--- src/rtl/xnor_conv_array.sv ---
// Binary (XNOR/popcount) convolution window: loads a KxK binary kernel row by row, then
// streams activation columns. Build with XNOR_CONV_THRESHOLD_EN to register a binarised out_bit.
module xnor_conv_array #(
    parameter int K          = 3,
    parameter int CIN        = 4,
    parameter int PSUM_WIDTH = 8
) (
    input  logic                  clk,
    input  logic                  rst,
    input  logic                  weight_load,
    input  logic [K*CIN-1:0]      weight_in,
    output logic                  weights_ready,
    input  logic                  act_valid,
    input  logic                  act_first,
    input  logic [K*CIN-1:0]      act_in,
    output logic                  act_ready,
    output logic                  out_valid,
    input  logic                  out_ready,
    output logic [PSUM_WIDTH-1:0] psum_out,
    input  logic [PSUM_WIDTH-1:0] thr_in,
    output logic                  out_bit,
    output logic [1:0]            state_dbg
);

    localparam int KC     = K * CIN;
    localparam int NBITS  = K * KC;
    localparam int ROW_W  = $clog2(K);
    localparam int FILL_W = $clog2(K + 1);

    localparam logic [1:0] S_IDLE    = 2'd0;
    localparam logic [1:0] S_LOAD    = 2'd1;
    localparam logic [1:0] S_COMPUTE = 2'd2;

    // Handshake: a column moves when act_valid && act_ready on a rising edge; a result
    // moves when out_valid && out_ready. act_ready never depends on act_valid.

    logic [1:0]            state;
    logic [ROW_W-1:0]      row_cnt;
    logic [FILL_W-1:0]     fill_cnt;
    logic [FILL_W-1:0]     fill_next;
    logic [NBITS-1:0]      weights;
    logic [NBITS-1:0]      window;
    logic [NBITS-1:0]      window_next;
    logic [NBITS-1:0]      xnor_bits;
    logic [PSUM_WIDTH-1:0] psum_next;
    logic                  accept;
    logic                  load_result;

    assign state_dbg = state;
    assign act_ready = (state == S_COMPUTE) && !weight_load && (!out_valid || out_ready);
    assign accept    = act_valid && act_ready;

    // Window slot 0 holds the oldest column; a new column enters at the top slot.
    assign window_next = {act_in, window[NBITS-1:KC]};
    assign xnor_bits   = ~(window_next ^ weights);

    always_comb begin
        fill_next = fill_cnt;
        if (act_first) begin
            fill_next = FILL_W'(1);
        end else if (fill_cnt != FILL_W'(K)) begin
            fill_next = fill_cnt + FILL_W'(1);
        end
    end

    assign load_result = accept && (fill_next == FILL_W'(K));

    always_comb begin
        psum_next = '0;
        for (int i = 0; i < NBITS; i++) begin
            psum_next = psum_next + PSUM_WIDTH'(xnor_bits[i]);
        end
    end

    always_ff @(posedge clk or negedge rst) begin
        if (!rst) begin
            state         <= S_IDLE;
            row_cnt       <= '0;
            fill_cnt      <= '0;
            weights       <= '0;
            window        <= '0;
            weights_ready <= 1'b0;
        end else begin
            case (state)
                S_IDLE: begin
                    if (weight_load) begin
                        weights[KC-1:0] <= weight_in;
                        row_cnt         <= ROW_W'(1);
                        state           <= S_LOAD;
                    end
                end
                S_LOAD: begin
                    if (weight_load) begin
                        weights[int'(row_cnt)*KC +: KC] <= weight_in;
                        if (row_cnt == ROW_W'(K - 1)) begin
                            row_cnt       <= '0;
                            weights_ready <= 1'b1;
                            state         <= S_COMPUTE;
                        end else begin
                            row_cnt <= row_cnt + ROW_W'(1);
                        end
                    end
                end
                S_COMPUTE: begin
                    // A reload wins over a column offered in the same cycle.
                    if (weight_load) begin
                        weights[KC-1:0] <= weight_in;
                        row_cnt         <= ROW_W'(1);
                        fill_cnt        <= '0;
                        weights_ready   <= 1'b0;
                        state           <= S_LOAD;
                    end else if (accept) begin
                        window   <= window_next;
                        fill_cnt <= fill_next;
                    end
                end
                default: state <= S_IDLE;
            endcase
        end
    end

    // The result register is independent of the FSM so a pending result survives a reload.
    always_ff @(posedge clk or negedge rst) begin
        if (!rst) begin
            out_valid <= 1'b0;
            psum_out  <= '0;
        end else if (load_result) begin
            out_valid <= 1'b1;
            psum_out  <= psum_next;
        end else if (out_ready) begin
            out_valid <= 1'b0;
        end
    end

`ifdef XNOR_CONV_THRESHOLD_EN
    always_ff @(posedge clk or negedge rst) begin
        if (!rst) begin
            out_bit <= 1'b0;
        end else if (load_result) begin
            out_bit <= (psum_next >= thr_in);
        end
    end
`else
    logic unused_thr;
    assign unused_thr = ^thr_in;
    assign out_bit    = 1'b0;
`endif

endmodule

--- config.mk ---
export PLATFORM = sky130hd
export DESIGN_NAME = xnor_conv_array
export DESIGN_NICKNAME = d
export VERILOG_FILES = /design/src/rtl/xnor_conv_array.sv
export SDC_FILE = /design/constraint.sdc
export NUM_CORES = 1
export LEC_CHECK = 0
export ABC_AREA = 1
export CORE_MARGIN = 4
export CORE_UTILIZATION = 57
export CTS_CLUSTER_DIAMETER = 150
export DETAILED_ROUTE_END_ITERATION = 7
export GPL_TIMING_DRIVEN = 0
export PLACE_DENSITY_LB_ADDON = 0.1
export SYNTH_ARGS = -nofsm -noshare
export SYNTH_HDL_FRONTEND = slang
export SYNTH_SLANG_ARGS = --single-unit
export TNS_END_PERCENT = 100
--- constraint.sdc ---
create_clock -name clk -period 6.25 [get_ports clk]
set_input_delay 0.625 -clock clk [delete_from_list [all_inputs] [get_ports clk]]
set_output_delay 0.625 -clock clk [all_outputs]
set_load 0.01 [all_outputs]
==> impl_metrics.csv <==
group,metric,value,unit
drt,routed_wl,11.5,mm
global_routing,grt_pass1_wl,19.3,mm
min_path,hold_path_class,"in -> async",
setup_path,crit_path_end_kind,"flip-flop",
drt,via_per_inst,5.15,
clocking,path_clk_slew,0.08,ns
logic_synthesis,synth_edf_count,0,
clocking,cts_hold_buf,0,
setup_path,cp_slowest_stage_delay,0.66,ns
floorplan,io_pins,52,
sta,fin_skew,0.00749,ns
sta,slew_violations,0,
floorplan,fp.coreArea,7850,um2
clocking,cts_setup_buffers,0,
global_routing,grt_pass1_vias,3770,
floorplan,start_util,0.593,
drt,highest_layer,"met4",
global_routing,grt_use_total,0.256,
placement,place.gp.congestion,0.921,
clocking,cts_tree,"built",
clocking,htreeDepth,3,
sta,max_freq,187,MHz
logic_synthesis,syn_area,4650,um2
clocking,clockBufferDepth,2,
global_routing,grt_antenna_before_repair,0,
setup_path,cp.required,6.50,ns
sta,timing.hold.ws,0.159,ns
setup_path,r2r_setup_slack,1.17,ns
clocking,cts_sinks,74,
clocking,post_cts_resized,0,
floorplan,die_x,98.4,um
drt,antenna_left,0,
sta,setup_viol,0,
cells_and_area,seqCellArea,1850,um2
cells_and_area,post-route-util,0.694,
logic_synthesis,synthTopCellsByArea,"dfrtp_1 (40%), nand2_1 (15%), fa_1 (12%), inv_1 (5.3%), xor2_1 (4.3%)",
logic_synthesis,ys_types,31,
sta,post-route-period-util,0.855,
drt,drc,0,
drt,wirelength_met1,5.13,mm
setup_path,worstPathArrival,5.59,ns
setup_path,cp_max_fo,2,
floorplan,die_y,98.4,um
setup_path,cpLargestDelayFamily,"adder cells",
global_routing,overflow,0,
clocking,cts-root-buf,"clkbuf_8",
run_status,status,"complete, no violations",
setup_path,path_cells,"clkdlybuf4s50_1 -> xor2_1 -> fa_1 -> fa_1 -> fa_1 -> fa_1 -> fa_1 -> inv_1 -> fa_1 -> ha_1 -> fa_1 -> nand3_1 -> nand3_1 -> xor2_1 -> nand2_1 -> nand2_1",
placement,place_ws,0.534,ns
global_routing,grt_max_degree,55,
floorplan,num_rows,32,
logic_synthesis,synthDominantCellAreaShare,0.398,
setup_path,critical_path_class,"in -> reg",
sta,hold_viol,0,
logic_synthesis,netlist.top_cell.by_area,"dfrtp_1",
cells_and_area,diodes,0,
setup_path,crit_path_start_kind,"input port",
logic_synthesis,synth.most_common_cell,"nand2_1",
logic_synthesis,ys_ff_latch,74,
drt,dr.pass1.iters,5,
placement,dp_hpwl,9.23,mm
logic_synthesis,netlist_top_cells_count,"nand2_1 (183), dfrtp_1 (74), inv_1 (66), nor2_1 (35), fa_1 (28)",
logic_synthesis,synthCells,559,
floorplan,fp.dieArea,9670,um2
drt,wl_per_cell,16.0,um
setup_path,cp-startpoint,"act_in[7]",
cells_and_area,nNetsFinal,692,
clocking,cts_made_buffers,9,
sta,worst_slew_pin_slew,0.524,ns
drt,drt_first_iter_violations,232,
placement,io_buffers,40,
cells_and_area,fillers,645,
logic_synthesis,ys_warn_count,0,
sta,slew_headroom,0.650,
logic_synthesis,ys_seq_area_frac,0.398,
sta,period_minus_slack,5.35,ns
cells_and_area,drive_gt1_frac,0.0728,
drt,route.met3.wl,522,um
drt,num_vias,3706,
drt,wl_met2,5.53,mm
cells_and_area,multiInputGateArea,2450,um2
setup_path,crit_top_cell,"fa_1",
logic_synthesis,synth-async-reset-ratio,1.00,
setup_path,worstReg2RegStart,"weights[11]",
setup_path,path_buf_inv,2,
logic_synthesis,synth_area_per_cell,8.32,um2
cells_and_area,area_growth,17.0,%
job,drv_cap,0,
sta,setup_slack,0.903,ns
sta,rsz0062_at_grt,"no",
clocking,clock_latency,0.35,ns
setup_path,slowest_stage,"fa_1",
sta,finalSetupTns,0,ns
logic_synthesis,yosys_most_used_dff,"dfrtp_1",
==> cells in the final DEF, fill, tap and decap left out, types with 2 or more instances in the layout <==
| master | n |
|---|---|
| o21ai_1 | 27 |
| dfrtp_1 | 74 |
| bufinv_16 | 2 |
| inv_2 | 2 |
| o21ai_0 | 23 |
| xor2_1 | 23 |
| ha_1 | 13 |
| nand2_1 | 183 |
| clkdlybuf4s50_1 | 39 |
| nor3_1 | 6 |
| fa_1 | 28 |
| a21oi_1 | 9 |
| buf_4 | 6 |
| inv_1 | 66 |
| o211ai_1 | 2 |
| buf_2 | 8 |
| clkbuf_8 | 11 |
| nor2_2 | 2 |
| conb_1 | 3 |
| nand2_2 | 3 |
| nand3_1 | 20 |
| o21bai_1 | 2 |
| clkbuf_1 | 3 |
| xnor2_1 | 15 |
| a21oi_2 | 2 |
| nor2_1 | 35 |
==> logic make-up (layout without fill, tap and decap cells) <==
family / Yosys count / in the layout / synth area share
buffers and inverters: 85 / 142 / 0.0769
DFF: 74 / 74 / 0.398
AOI/OAI and AO/OA: 66 / 66 / 0.0756
adders and majority gates: 41 / 41 / 0.155
xor gates and xnor gates: 38 / 38 / 0.0715
and+or+nand+nor: 254 / 254 / 0.222
other: 1 / 3 / 0.000806
==> per-layer routing <==
layer  GRT usage  up-vias
met3      0.0429       23
met5           0        -
met1       0.350     1766
met2       0.411       89
met4      0.0977        0
li1            -     1828
==> metrics by stage <==
step,instance area (um2),instances
floorplan,4660,561
global placement,5190,703
detailed placement,5210,704
CTS,5440,720
global route,5440,720
finish,5440,720
==> state kept, by name, summed over array words and instances, names as in the netlist <==
signal	count
fill_cnt	2
out_valid	1
psum_out	6
row_cnt	2
state_dbg	2
weights	36
weights_ready	1
window	24
==> area by class of cell <==
type	instances	share of cell area
Multi-Input combinational cell	402	0.450
Sequential cell	74	0.340
Timing Repair Buffer	41	0.0782
Inverter	69	0.0480
Clock buffer	12	0.0285
Tap cell	102	0.0234
Buffer	16	0.0177
Clock inverter	4	0.0136
==> final timing paths <==
check | end | cells after the start
max in group asynchronous | weights[25] | 2
worst min register to register | psum_out[0] | 2
worst max register to register | psum_out[4] | 17
worst min-delay path | psum_out[1] | 1
worst max-delay path | psum_out[4] | 16
min in group clk | psum_out[0] | 2
Power is not shown: default switching activity piles up to over one toggle a cycle in this logic, so the estimate is an artifact.
